### config.mk
export PLATFORM = sky130hd
export DESIGN_NAME = cpu_core
export DESIGN_NICKNAME = d
export VERILOG_FILES = /design/src/rtl/cpu_core.sv
export SDC_FILE = /design/constraint.sdc
export NUM_CORES = 1
export LEC_CHECK = 0
export ABC_AREA = 1
export BUFFER_PORTS_ARGS = -buffer_cell sky130_fd_sc_hd__buf_2
export CAP_MARGIN = 20
export CORE_AREA = 2 2 236 238
export DETAILED_ROUTE_END_ITERATION = 7
export DIE_AREA = 0 0 238 240
export GPL_ROUTABILITY_DRIVEN = 1
export PLACE_DENSITY = 0.5
export SKIP_LAST_GASP = 1
export SYNTH_ARGS = -nofsm -noshare
export SYNTH_HDL_FRONTEND = slang
export SYNTH_SLANG_ARGS = --single-unit
export TNS_END_PERCENT = 20
### constraint.sdc
create_clock -name clk -period 2.4 [get_ports clk]
set_input_delay 0 -clock clk [delete_from_list [all_inputs] [get_ports clk]]
set_output_delay 0 -clock clk [all_outputs]
set_load 0.005 [all_outputs]
### src/rtl/cpu_core.sv
// cpu_core: 8-bit multi-cycle CPU (fetch/decode/execute, 3 clocks per instruction) with four GPRs and 32-bit instructions.
// Optional build macro CPU_CYCLE_COUNTER_EN enables the free-running clks counter; otherwise clks is tied to zero.
module cpu_core #(
    parameter int RAM_SIZE = 16
) (
    input  logic                   clk,
    input  logic                   reset,
    input  logic [RAM_SIZE*32-1:0] ram,
    output logic [7:0]             flags,
    output logic [7:0]             al,
    output logic [7:0]             bl,
    output logic [7:0]             cl,
    output logic [7:0]             dl,
    output logic [31:0]            ir,
    output logic [15:0]            clks,
    output logic [7:0]             pc,
    output logic [1:0]             state
);
    typedef enum logic [1:0] {
        FETCH   = 2'd0,
        DECODE  = 2'd1,
        EXECUTE = 2'd2,
        HALT    = 2'd3
    } state_t;

    state_t      cur, nxt;
    logic [7:0]  gpr [4];
    logic [7:0]  op_a, op_b;
    logic [3:0]  flg;
    logic [3:0]  flg_next;
    logic [31:0] fetch_word;
    logic [3:0]  opc;
    logic [1:0]  dst;
    logic [8:0]  sum, diff;
    logic [7:0]  res, pc_next;
    logic        wr_en, flg_en;

    assign opc = ir[31:28];
    assign dst = ir[25:24];

    // Words beyond the end of program memory read as NOP.
    always_comb begin
        fetch_word = 32'h0;
        if (int'(pc) < RAM_SIZE)
            fetch_word = ram[int'(pc)*32 +: 32];
    end

    always_comb begin
        sum      = {1'b0, op_a} + {1'b0, op_b};
        diff     = {1'b0, op_a} - {1'b0, op_b};
        res      = 8'h00;
        flg_next = flg;
        wr_en    = 1'b0;
        flg_en   = 1'b0;
        pc_next  = pc + 8'd1;
        case (opc)
            4'h1: begin
                res   = op_b;
                wr_en = 1'b1;
            end
            4'h2: begin
                res         = sum[7:0];
                flg_next[1] = sum[8];
                flg_next[3] = (op_a[7] == op_b[7]) && (res[7] != op_a[7]);
                wr_en       = 1'b1;
                flg_en      = 1'b1;
            end
            4'h3, 4'h7: begin
                // diff[8] is the borrow: set when A < B unsigned
                res         = diff[7:0];
                flg_next[1] = diff[8];
                flg_next[3] = (op_a[7] != op_b[7]) && (res[7] != op_a[7]);
                wr_en       = (opc == 4'h3);
                flg_en      = 1'b1;
            end
            4'h4, 4'h5, 4'h6: begin
                case (opc)
                    4'h4:    res = op_a & op_b;
                    4'h5:    res = op_a | op_b;
                    default: res = op_a ^ op_b;
                endcase
                flg_next[1] = 1'b0;
                flg_next[3] = 1'b0;
                wr_en       = 1'b1;
                flg_en      = 1'b1;
            end
            4'h8: pc_next = op_b;
            4'h9: if (flg[0])  pc_next = op_b;
            4'hA: if (!flg[0]) pc_next = op_b;
            4'hB: if (flg[1])  pc_next = op_b;
            default: ;
        endcase
        if (flg_en) begin
            flg_next[0] = (res == 8'h00);
            flg_next[2] = res[7];
        end
    end

    always_comb begin
        nxt = cur;
        case (cur)
            FETCH:   nxt = DECODE;
            DECODE:  nxt = EXECUTE;
            EXECUTE: nxt = (opc == 4'hF) ? HALT : FETCH;
            default: nxt = HALT;
        endcase
    end

    always_ff @(posedge clk or negedge reset) begin
        if (!reset)
            cur <= FETCH;
        else
            cur <= nxt;
    end

    always_ff @(posedge clk or negedge reset) begin
        if (!reset) begin
            ir   <= 32'h0;
            pc   <= 8'h00;
            flg  <= 4'h0;
            op_a <= 8'h00;
            op_b <= 8'h00;
            for (int i = 0; i < 4; i++)
                gpr[i] <= 8'h00;
        end else begin
            case (cur)
                FETCH: ir <= fetch_word;
                DECODE: begin
                    // Operands are captured here so same-register forms see pre-execute values.
                    op_a <= gpr[dst];
                    op_b <= ir[27] ? ir[7:0] : gpr[ir[17:16]];
                end
                EXECUTE: begin
                    if (wr_en)
                        gpr[dst] <= res;
                    flg <= flg_next;
                    pc  <= pc_next;
                end
                default: ;
            endcase
        end
    end

`ifdef CPU_CYCLE_COUNTER_EN
    always_ff @(posedge clk or negedge reset) begin
        if (!reset)
            clks <= 16'h0000;
        else
            clks <= clks + 16'd1;
    end
`else
    assign clks = 16'h0000;
`endif

    assign flags = {4'b0000, flg};
    assign al    = gpr[0];
    assign bl    = gpr[1];
    assign cl    = gpr[2];
    assign dl    = gpr[3];
    assign state = cur;

endmodule

## After elaboration in Yosys (flattened, before gate mapping)

Index checks and enable logic that the tools add are counted.

| operators by class | value |
|---|---|
| bitwise gates (word level) | 5 |
| $lt $le $gt $ge | 4 |
| reduce and logical (&&, ||, !) cells | 13 |
| eq/ne operators | 18 |
| multiplexer cells | 23 |
| shift-type cells | 1 |
| add/sub/neg operators | 3 |

Operators by type and width:

| kind | count |
|---|---|
| variable part select 512 x 14 -> 32 bit | 1 |
| 2-to-1 mux 8 bit | 9 |
| case mux 8 bit (4 select lines) | 2 |
| binary-select mux 8 bit (select 2 bit) | 2 |
| bitwise mux 32 bit | 1 |
| 2-to-1 mux 32 bit | 1 |
| == test 4 bit, second input constant | 5 |
| demux 8 bit (select 2 bit) | 1 |
| == test 4 x 3 -> 1 bit, second input constant | 4 |
| case mux 8 bit (2 select lines) | 1 |
| adder 8 x 8 -> 9 bit | 1 |
| subtractor 8 x 8 -> 9 bit | 1 |
| adder 8 x 1 -> 8 bit, second input constant | 1 |
| AND 8 bit | 1 |
| == test 4 x 2 -> 1 bit, second input constant | 2 |
| zero test 8 bit | 1 |
| < comparator 8 x 5 -> 1 bit, second input constant | 1 |
| bitwise OR 8 bit | 1 |
| XOR 8 bit | 1 |
| greater-or-equal comparator 3 bit, second input constant | 2 |
| NOT 2 -> 3 bit | 2 |
| case mux 1 bit (3 select lines) | 2 |
| case mux 2 bit (3 select lines) | 1 |
| AND reduction 2 bit | 3 |
| 16 further kinds | 20 |

| storage, ports and cells | value |
|---|---|
| logic and storage cells | 78 |
| output and inout port bits | 98 |
| register bits after elaboration | 94 |
| bits of input ports | 514 |

## Longest topological paths before layout

Gate-level depths: netlist of run 1.

| logic depth | value |
|---|---|
| word-level depth | 6 |
| gate-level depth with buffers | 15 |
| gate-level depth less buffers | 15 |

## Worst setup path after synthesis of run 1

OpenSTA, ideal clock, no wires.

| timing path | value |
|---|---|
| path type | register to register |
| start | reg op_b[0] |
| end | reg flg[0] |
| path slack | 0.447 ns |
| clock period less this slack | 1.953 ns |
| library setup time | 0.065 ns |
| data required time | 2.335 ns |
| buffers on the path | 0 |
| data arrival time | 1.888 ns |
| cell stages (with the launch flop) | 11 |
| cell sequence | dfrtp_1 -> ha_1 -> fa_1 -> or2_2 -> nand3_1 -> o21ai_1 -> nor2_1 -> nand3_1 -> nor2_1 -> nand3_1 -> nand2_1 |

| between the ends | value |
|---|---|
| longest elaborated chain between the ends | 4 |
| elaborated cells on any way between the ends | 8 |
| those cells by class | 2 x add/sub; 2 x mux; 3 x bitwise; 1 x reduce/logical |

Ends and longest elaborated chain:

| item | line | text |
|---|---|---|
| from (decl) | 28 | `logic [7:0] op_a, op_b;` |
| from (signal assigned) | 131 | `op_b <= ir[27] ? ir[7:0] : gpr[ir[17:16]];` |
| parallel branches: the longest is 2 deep, another holds subtractor 8 x 8 -> 9 bit | -- |  |
| case mux 8 bit (4 select lines) * | 56 | `case (opc)` |
| zero test 8 bit * | 94 | `flg_next[0] = (res == 8'h00);` |
| to (signal assigned) | 136 | `flg <= flg_next;` |
| to (decl) | 29 | `logic [3:0] flg;` |

Mark *: on every way between the ends.
A chain may end at the register's enable or synchronous reset.

## Worst setup path in the final report of run 1

Ends and elaborated chain as after synthesis.

==> flow_metrics.env, run 1 <==
export IMPL_stdcell_area_sq_um=14500
export IMPL_start_util_pct=18.6
export IMPL_worstSkewPairLatency_ps=370
export IMPL_hpwl_um=55800
export IMPL_port_buffers=591
export IMPL_numCtsBuffers=9
export IMPL_combPwrFrac_pct=73.4
export IMPL_die_x_um=238
export IMPL_hold_viol_final=0
export IMPL_pwr_share_seq_pct=16.5
export IMPL_p_int_mw=6.43
export IMPL_grt_setup_unrepaired="no"
export IMPL_r2r_end="flg[0]$_DFFE_PN0P_"
export IMPL_hp_class="in -> reg"
export IMPL_layout_common_cells="buf_2 (590), nand2_1 (328), o21ai_0 (328), nor2_1 (298), nand3_1 (112)"
export IMPL_grt_antenna_before_repair=14
export IMPL_synth_seq_cells=94
export IMPL_drive_gt1_share_pct=33.1
export IMPL_vias_per_cell=4.95
export IMPL_dieArea_sq_um=57100
export IMPL_slew_viol_final=0
export IMPL_synthArstFlopShare_pct=100
export IMPL_endpoint="flg[0]$_DFFE_PN0P_"
export IMPL_syn_inst=1660
export IMPL_gp_congestion=0.986
export IMPL_cts_tree="done"
export IMPL_synth_ff_type="dfrtp_1"
export IMPL_final_cells=2936
export IMPL_area_growth_pct=42.2
export IMPL_pin_count=612
export IMPL_required_ps=2700
export IMPL_setup_violations=0
export IMPL_clockRootBuffer="clkbuf_16"
export IMPL_htreeDepth=3
export IMPL_synth_warnings=0
export IMPL_slew_headroom_pct=45.5
export IMPL_syn_avg_cell_area_sq_um=6.12
export IMPL_core_area_sq_um=54700
export IMPL_critPathMaxFanout=5
export IMPL_fp_row_count=86
export IMPL_cap_violations=0
export IMPL_track_usage_pct=22.6
export IMPL_ys_types=37
export IMPL_grt_max_degree=94
export IMPL_leakagePower_nw=7.22
export IMPL_status="finished clean"
export IMPL_clockBufferDepth=2
export IMPL_r2r_slack_ps=130
export IMPL_dr_pass1_iters=6
export IMPL_synth_edf_count=0
export IMPL_grt_pass1_vias=14300
export IMPL_layout_commonest_cell="buf_2"
export IMPL_drt_iter0_markers=858
export IMPL_critPathLaunch="op_b[0]$_DFFE_PN0N_"
export IMPL_tns_ps=0
export IMPL_clock_sinks=94
export IMPL_clk_pin_slew_ps=80
export IMPL_place_ws_ps=86.5
export IMPL_power_switching_mw=8.64
export IMPL_worstRegToRegCells=10
export IMPL_wl_per_cell_um=23.0
export IMPL_placed_area_sq_um=14100
export IMPL_grt_first_pass_wirelength_um=95200
export IMPL_finClkSkew_ps=20.1
export IMPL_endpoint_kind="flop"
export IMPL_ant_nets=0
export IMPL_synth_seq_area_share_pct=23.1
export IMPL_drc=0
export IMPL_fin_crit_ps=2270
export IMPL_swShare_pct=57.3
export IMPL_hold_ws_ps=165
export IMPL_ir_worst_vdd_uv=508
export IMPL_powerDensity_nw_per_um2=1040
export IMPL_overflow=0
export IMPL_clkPwrFrac_pct=10.1
export IMPL_r2r_start="op_b[0]$_DFFE_PN0N_"
export IMPL_die_h_um=240
export IMPL_nNetsFinal=2755
export IMPL_period_share_pct=94.8
export IMPL_netlist_area_sq_um=10200
export IMPL_setup_ws_ps=126
export IMPL_critPathLaunchType="flop"
export IMPL_dp_cells=2906
export IMPL_path_class="reg -> reg"
export IMPL_crit_arrival_ps=2580
export IMPL_fmax_mhz=440
export IMPL_worst_pin_slew_ps=808
export IMPL_via_count=14500
export IMPL_wl_um=67500
[area by class of cell]
cell class	count	area, sq um
clock inverters	7	75.1
diodes	13	32.5
multi-input cells	1361	6850
clock buffers	9	225
inverters	77	305
well taps	704	881
fillers	6179	40200
flip-flops and latches	94	2360
repair buffers	671	3730
[timing repair]
item | 4_1_cts | 5_1_grt
buffers inserted | 0 | 0
resized for setup | 0 | 1
endpoints found under the setup margin | 0 | 1
hold endpoints to repair | 40 | 0
hold buffers | 1 | 0
[critical path, stage by stage (launching register included)]
cell	delay [ps]
dfrtp_1	440
ha_1	280
fa_1	430
or2_2	300
nand3_1	80
o21ai_1	70
nor2_2	170
nand3_1	90
nor2_1	180
nand3_1	100
nand2_1	70
[stage by stage]
step                      utilization (%)  power [mW]
after floorplan                         -        8.80
after global placement               25.8        13.6
after detailed placement             25.8        13.6
after CTS                            26.4        15.2
after global routing                 26.4        16.3
final                                26.4        15.1
[synth_stat cells (2+ instances only)]
cell / instances / share of area, %
a211oi_1: 6 / 0.44
a21oi_1: 27 / 1.3
a22oi_1: 3 / 0.22
a31oi_1: 2 / 0.12
buf_1: 4 / 0.15
buf_2: 47 / 2.3
buf_4: 25 / 1.8
buf_6: 6 / 0.66
clkbuf_1: 65 / 2.4
dfrtp_1: 94 / 23
fa_1: 2 / 0.39
ha_1: 25 / 3.1
inv_1: 67 / 2.5
inv_2: 6 / 0.22
inv_4: 3 / 0.18
nand2_1: 328 / 12
nand2_4: 7 / 0.78
nand3_1: 112 / 5.5
nand4_1: 13 / 0.80
nor2_1: 299 / 11
nor2_2: 12 / 0.74
nor2_4: 7 / 0.78
o21ai_0: 328 / 16
o21ai_1: 23 / 1.1
o21ai_2: 5 / 0.43
o221ai_1: 108 / 9.3
o22ai_1: 26 / 1.6
[worst min-delay path by stage]
stage,from,to,slack (ps),cells after the start
2_1_floorplan,reset,al[0]$_DFFE_PN0P_,-300,0
3_3_place_gp,reset,cl[7]$_DFFE_PN0P_,40,1
3_5_place_dp,reset,al[7]$_DFFE_PN0P_,40,1
4_1_cts,ram[19],ir[19]$_DFFE_PN0P_,140,7
5_1_grt,ram[19],ir[19]$_DFFE_PN0P_,210,7
6_report,ram[19],ir[19]$_DFFE_PN0P_,160,7
[per-layer routing]
layer  GRT usage, %  up-vias  share of wire (%)
met3           3.90       88                6.8
met5              0        -              0.015
met1           28.6     6938                 43
met4           7.16        2                3.5
met2           39.0      677                 47
li1               -     6829                  -
[power by group through the flow]
| stage | clock network, mW | registers, mW | logic, mW |
|---|---|---|---|
| floorplan | 0 | 2.27 | 6.53 |
| global placement | 0 | 2.50 | 11.1 |
| detailed placement | 0 | 2.52 | 11.1 |
| CTS | 1.58 | 2.49 | 11.1 |
| global route | 1.63 | 2.53 | 12.2 |
| finish | 1.53 | 2.49 | 11.1 |
[kinds of logic (layout without fill, tap and decap cells)]
kind of cell               Yosys count  after routing  share of synthesized area, %
DFF                                 94             94                          23.1
AOI/OAI and AO/OA                  530            530                          30.9
and+or+nand+nor                    784            784                          32.2
other                                1             33                        0.0369
buffers and inverters              224            764                          10.3
adders and majority gates           27             27                          3.47
[registers in the layout (all words and copies together), names as in the netlist]
register and count:
cl 8, pc 8, op_b 8, flg 4, dl 8, state 2, bl 8, al 8
op_a 8, ir 32
Note: power is estimated with default switching activity, not from simulation.
==> run 2: changes to the inputs <==
--- a/config.mk
+++ b/config.mk
@@ -13,6 +13,7 @@
 export DIE_AREA = 0 0 238 240
 export GPL_ROUTABILITY_DRIVEN = 1
 export PLACE_DENSITY = 0.5
+export SETUP_SLACK_MARGIN = 0.15
 export SKIP_LAST_GASP = 1
 export SYNTH_ARGS = -nofsm -noshare
 export SYNTH_HDL_FRONTEND = slang
==> run 2 against run 1 <==
  * Clock skew about the same
  * Die area unchanged
  * Largest cell class unchanged
  * Sequential cell count unchanged
  * Register-to-register slack improved by 70 ps
  * Sequential share of layout area about the same
==> flow_metrics.env, run 2 (synthesis gave the netlist of run 1 again) <==
export IMPL_seq_area_sq_um=2360
export IMPL_drive_gt1_share_pct=33.5
export IMPL_stdcell_area_sq_um=14500
export IMPL_via_count=14500
export IMPL_clk_pin_slew_ps=80
export IMPL_drt_iter0_markers=857
export IMPL_fill_cells=6177
export IMPL_setup_ws_ps=196
export IMPL_ant_nets=0
export IMPL_fin_crit_ps=2200
export IMPL_cts_tree="done"
export IMPL_fmax_mhz=454
export IMPL_die_x_um=238
export IMPL_regMostFlops="ir"
export IMPL_area_growth_pct=42.4
export IMPL_tns_ps=0
export IMPL_htreeDepth=3
export IMPL_grt_setup_unrepaired="yes"
export IMPL_finClkSkew_ps=19.6
export IMPL_worst_pin_slew_ps=855
export IMPL_hp_class="in -> reg"
export IMPL_setup_violations=0
export IMPL_layout_commonest_cell="buf_2"
export IMPL_dieArea_sq_um=57100
export IMPL_fp_row_count=86
export IMPL_track_usage_pct=22.6
export IMPL_grt_max_degree=94
export IMPL_power_mw=15.1
export IMPL_crit_arrival_ps=2430
export IMPL_cap_violations=0
export IMPL_grt_pass1_vias=14300
export IMPL_hold_viol_final=0
export IMPL_status="finished clean"
export IMPL_dr_pass1_iters=5
export IMPL_slew_headroom_pct=42.4
export IMPL_path_class="reg -> reg"
export IMPL_grt_antenna_before_repair=14
export IMPL_clockBufferDepth=2
export IMPL_die_h_um=240
export IMPL_gp_congestion=0.986
export IMPL_clock_sinks=94
export IMPL_core_area_sq_um=54700
export IMPL_slew_viol_final=0
export IMPL_worstSkewPairLatency_ps=370
export IMPL_nNetsFinal=2755
export IMPL_critPathMaxFanout=82
export IMPL_place_ws_ps=86.5
export IMPL_clockRootBuffer="clkbuf_16"
export IMPL_start_util_pct=18.6
export IMPL_largest_reg_flops=32
export IMPL_required_ps=2630
export IMPL_wl_um=67400
export IMPL_placed_area_sq_um=14100
export IMPL_vias_per_cell=4.94
export IMPL_layout_common_cells="buf_2 (590), nand2_1 (328), o21ai_0 (327), nor2_1 (297), nand3_1 (111)"
export IMPL_drc=0
export IMPL_numCtsBuffers=9
export IMPL_overflow=0
export IMPL_critPathLaunchType="flop"
export IMPL_endpoint_kind="flop"
export IMPL_powerDensity_nw_per_um2=1040
export IMPL_ir_worst_vdd_uv=516
export IMPL_pin_count=612
export IMPL_period_share_pct=91.8
export IMPL_port_buffers=591
export IMPL_wl_per_cell_um=23.0
export IMPL_hpwl_um=55800
export IMPL_leakagePower_nw=7.22
export IMPL_multi_input_area_sq_um=6870
export IMPL_grt_first_pass_wirelength_um=95200
-- run 2: cell types whose count changed in the layout (fill, tap and decap cells not counted), sizes merged --
| cell | previous run | this run |
|---|---|---|
| diode | 13 | 12 |
-- run 2: timing repair --
item,CTS,global route
gates resized for setup,1,10
buffers inserted,0,0
setup endpoints to repair,2,17
hold buffers,1,0
endpoints found under the hold margin,40,0
-- run 2: final cells by class --
| cell class | count | share of cell area [%] |
|---|---|---|
| Multi-Input combinational cell | 1361 | 47.5 |
| Timing Repair Buffer | 671 | 25.7 |
| Sequential cell | 94 | 16.3 |
| Tap cell | 704 | 6.08 |
| Inverter | 77 | 2.11 |
| Clock buffer | 9 | 1.56 |
| Clock inverter | 7 | 0.519 |
| Antenna cell | 12 | 0.207 |
-- run 2: worst max-delay path: stages (launching register included) --
cell      delay (ps)
dfrtp_4          520
buf_12           180
buf_12           200
nand2_1           90
nand2_1           90
a211oi_1         440
buf_4            200
nand2_1           40
nand3_1          150
o21ai_0          120
-- run 2: worst paths after layout --
check,start,endpoint,slack (ps),cells after the start
max in group asynchronous,reset,op_a[1]$_DFFE_PN0N_,1450,3
min,ram[19],ir[19]$_DFFE_PN0P_,160,7
max reg2reg,pc[0]$_DFFE_PN0P_,ir[17]$_DFFE_PN0P_,200,9
min in group asynchronous,reset,al[7]$_DFFE_PN0P_,180,2
max,pc[0]$_DFFE_PN0P_,ir[17]$_DFFE_PN0P_,200,9
min reg2reg,ir[19]$_DFFE_PN0P_,ir[19]$_DFFE_PN0P_,530,2
-- run 2: power breakdown --
part | total, mW | leakage [nW] | internal (mW) | switching [mW]
combinational | 11.1 | 5.80 | 3.76 | 7.33
clock | 1.52 | 0.145 | 0.742 | 0.777
sequential | 2.49 | 1.27 | 1.95 | 0.536
-- run 2: layer usage --
metal / track usage (%) / part of all wire (%)
met1: 28.6 / 43
met2: 39.0 / 47
met3: 3.90 / 6.7
met4: 7.16 / 3.3
met5: 0 / 0.015
-- run 2: per-stage QoR --
step / cells / util [%] / hold slack [ps]
2_1_floorplan: 1679 / - / -296
3_3_place_gp: 2906 / 25.8 / 36.0
3_5_place_dp: 2906 / 25.8 / 43.6
4_1_cts: 2923 / 26.4 / 143
5_1_grt: 2929 / 26.5 / 211
6_report: 2935 / 26.5 / 165
==> run 3: changes to the inputs <==
--- a/config.mk
+++ b/config.mk
@@ -5,12 +5,11 @@
 export SDC_FILE = /design/constraint.sdc
 export NUM_CORES = 1
 export LEC_CHECK = 0
-export ABC_AREA = 1
 export BUFFER_PORTS_ARGS = -buffer_cell sky130_fd_sc_hd__buf_2
 export CAP_MARGIN = 20
-export CORE_AREA = 2 2 236 238
+export CORE_AREA = 2 2 240 242
 export DETAILED_ROUTE_END_ITERATION = 7
-export DIE_AREA = 0 0 238 240
+export DIE_AREA = 0 0 242 244
 export GPL_ROUTABILITY_DRIVEN = 1
 export PLACE_DENSITY = 0.5
 export SETUP_SLACK_MARGIN = 0.15
==> constraint.sdc (replaced) <==
create_clock -name clk -period 1.8 [get_ports clk]
set_input_delay 0 -clock clk [delete_from_list [all_inputs] [get_ports clk]]
set_output_delay 0 -clock clk [all_outputs]
set_load 0.005 [all_outputs]
==> run 3 against run 2 <==
  * The flow now finishes with violations (negative setup slack)
  * Clock-buffer cell count grew 1
  * Die area is 3.4% higher
  * Hold slack got worse by 7.3 ps
  * Area after synthesis is 4.2% lower
  * Clock skew down 9.2 ps
  * Global-route usage shrank 1.6 points
==> flow_metrics.env, run 3 <==
export IMPL_r2r_slack_ps=-570
export IMPL_hold_viol_final=0
export IMPL_grt_antenna_before_repair=40
export IMPL_grt_first_pass_wirelength_um=87900
export IMPL_clock_sinks=94
export IMPL_largest_reg_flops=32
export IMPL_grt_setup_unrepaired="yes"
export IMPL_hpwl_um=56100
export IMPL_overflow=0
export IMPL_dr_pass1_iters=5
export IMPL_grt_pass1_vias=11600
export IMPL_synth_seq_area_share_pct=24.1
export IMPL_wl_um=64800
export IMPL_die_x_um=242
export IMPL_finClkSkew_ps=10.4
export IMPL_synth_edf_count=0
export IMPL_dieArea_sq_um=59000
export IMPL_drt_iter0_markers=689
export IMPL_ir_worst_vdd_uv=595
export IMPL_cts_tree="done"
export IMPL_ant_nets=0
export IMPL_yosysTopAreaCell="dfrtp_1"
export IMPL_netlist_area_sq_um=9740
export IMPL_hp_class="in -> async"
export IMPL_grt_max_degree=45
export IMPL_vias_per_cell=4.63
export IMPL_regMostFlops="ir"
export IMPL_slew_headroom_pct=49.9
export IMPL_ys_types=64
export IMPL_track_usage_pct=21.0
export IMPL_port_buffers=591
export IMPL_synth_ff_type="dfrtp_1"
export IMPL_syn_inst=993
export IMPL_syn_avg_cell_area_sq_um=9.81
export IMPL_drive_gt1_share_pct=57.7
export IMPL_layout_common_cells="buf_2 (590), buf_4 (185), mux2i_1 (141), dfrtp_1 (88), mux4_2 (80)"
export IMPL_synthTopCellsByArea="dfrtp_1 (24%), mux4_2 (18%), mux2i_1 (15%)"
export IMPL_critPathLaunchType="flop"
export IMPL_status="finished, violations left"
export IMPL_setup_violations=75
export IMPL_path_class="reg -> reg"
export IMPL_tns_ps=-17380
export IMPL_synthArstFlopShare_pct=100
export IMPL_synth_top_area_share_pct=24.1
export IMPL_clockBufferDepth=2
export IMPL_leakagePower_nw=7.42
export IMPL_period_share_pct=132
export IMPL_numCtsBuffers=9
export IMPL_cap_violations=0
export IMPL_area_growth_pct=62.5
export IMPL_htreeDepth=3
export IMPL_layout_commonest_cell="buf_2"
export IMPL_wl_per_cell_um=26.1
export IMPL_start_util_pct=17.3
export IMPL_required_ps=2090
export IMPL_fin_crit_ps=2370
export IMPL_critPathMaxFanout=3
export IMPL_clk_pin_slew_ps=80
export IMPL_endpoint_kind="flop"
export IMPL_core_area_sq_um=56200
export IMPL_synth_warnings=0
export IMPL_synth_most_common_cell="mux2i_1"
export IMPL_worst_pin_slew_ps=752
export IMPL_nNetsFinal=2260
export IMPL_utilization_pct=28.2
export IMPL_gp_congestion=0.934
export IMPL_powerDensity_nw_per_um2=1650
export IMPL_crit_arrival_ps=2660
export IMPL_slew_viol_final=0
export IMPL_synth_seq_cells=94
export IMPL_fill_cells=6141
export IMPL_fp_row_count=87
export IMPL_failed_checks="negative setup slack"
export IMPL_die_h_um=244
export IMPL_via_count=11500
export IMPL_pin_count=612
export IMPL_hold_ws_ps=157
export IMPL_clockRootBuffer="clkbuf_16"
export IMPL_fmax_mhz=422
export IMPL_drc=0
export IMPL_setup_ws_ps=-568
export IMPL_synth_commonest_cells="mux2i_1 (143), dfrtp_1 (94), mux4_2 (80)"
export IMPL_worstSkewPairLatency_ps=390
run 3: cell count changes after synthesis, moves of 73 or more:
cell | before | now
nor2_1 | 299 | 28
o21ai_0 | 328 | 77
nand2_1 | 328 | 79
mux2i_1 | 0 | 143
nand3_1 | 112 | 11
mux4_2 | 0 | 80
nor2b_1 | 0 | 73
run 3: final timing paths:
check                                    startpoint                  to  cells after the start
worst min-delay path                          reset   cl[3]$_DFFE_PN0P_                      2
worst max register to register  op_b[0]$_DFFE_PN0N_  flg[0]$_DFFE_PN0P_                     10
worst max-delay path            op_b[0]$_DFFE_PN0N_  flg[0]$_DFFE_PN0P_                     10
worst min register to register   ir[10]$_DFFE_PN0P_  ir[10]$_DFFE_PN0P_                      2
max in group asynchronous                     reset  ir[18]$_DFFE_PN0P_                      3
min in group clk                           ram[205]  ir[13]$_DFFE_PN0P_                      5
run 3: repair_timing:
action	CTS	global route
buffers inserted	7	6
endpoints found under the hold margin	33	0
gates resized for setup	57	30
cloned	0	0
hold buffers	1	0
pin swaps	25	20
setup endpoints to repair	83	85
run 3: power breakdown:
group	switching [mW]	internal (mW)	total, mW
combinational	9.91	9.96	19.9
sequential	1.21	2.99	4.19
clock	1.06	0.987	2.04
total	12.2	13.9	26.1
run 3: area by class of cell:
class	instances	area (sq um)	area share (%)
sequential	94	2370	15.0
clock inverter	5	43.8	0.277
inverter	28	108	0.680
timing repair buffer	810	4960	31.3
tap	756	946	5.98
multi-input combinational	776	7150	45.2
clock buffer	10	239	1.51
antenna	6	15.0	0.0948
run 3: critical path: stages (launching register included):
cell and delay [ps]:
dfrtp_1 430, buf_4 170, ha_4 150, fa_2 370, buf_6 130, xor2_1 140, a22oi_1 170, o211a_1 190
and3_1 150, nand4_1 150, o41ai_2 220
run 3: metrics by stage:
stage,area (sq um),cells,total power [mW],setup WS [ps]
2_1_floorplan,9870,1012,13.8,-420
3_3_place_gp,15100,2450,22.9,-641
3_5_place_dp,15100,2450,23.0,-711
4_1_cts,15700,2473,25.9,-556
5_1_grt,15800,2484,27.9,-693
6_report,15800,2485,26.1,-568
run 3: per-layer routing:
layer / track usage (%) / share of wire [%] / up-vias
li1: - / - / 5234
met1: 25.7 / 39 / 5665
met2: 37.7 / 52 / 523
met3: 3.69 / 5.9 / 87
met4: 6.34 / 2.2 / 8
met5: 0 / 0.090 / -
run 3: kinds of logic after synthesis:
logic type	synth area share (%)
adder cells (fa/ha/maj)	3.62
XOR/XNOR	0.360
buffers and inverters	7.09
other	0.0385
AND/OR/NAND/NOR	12.5
AO/OA/AOI/OAI	17.7
flip-flops	24.1
multiplexers	34.6
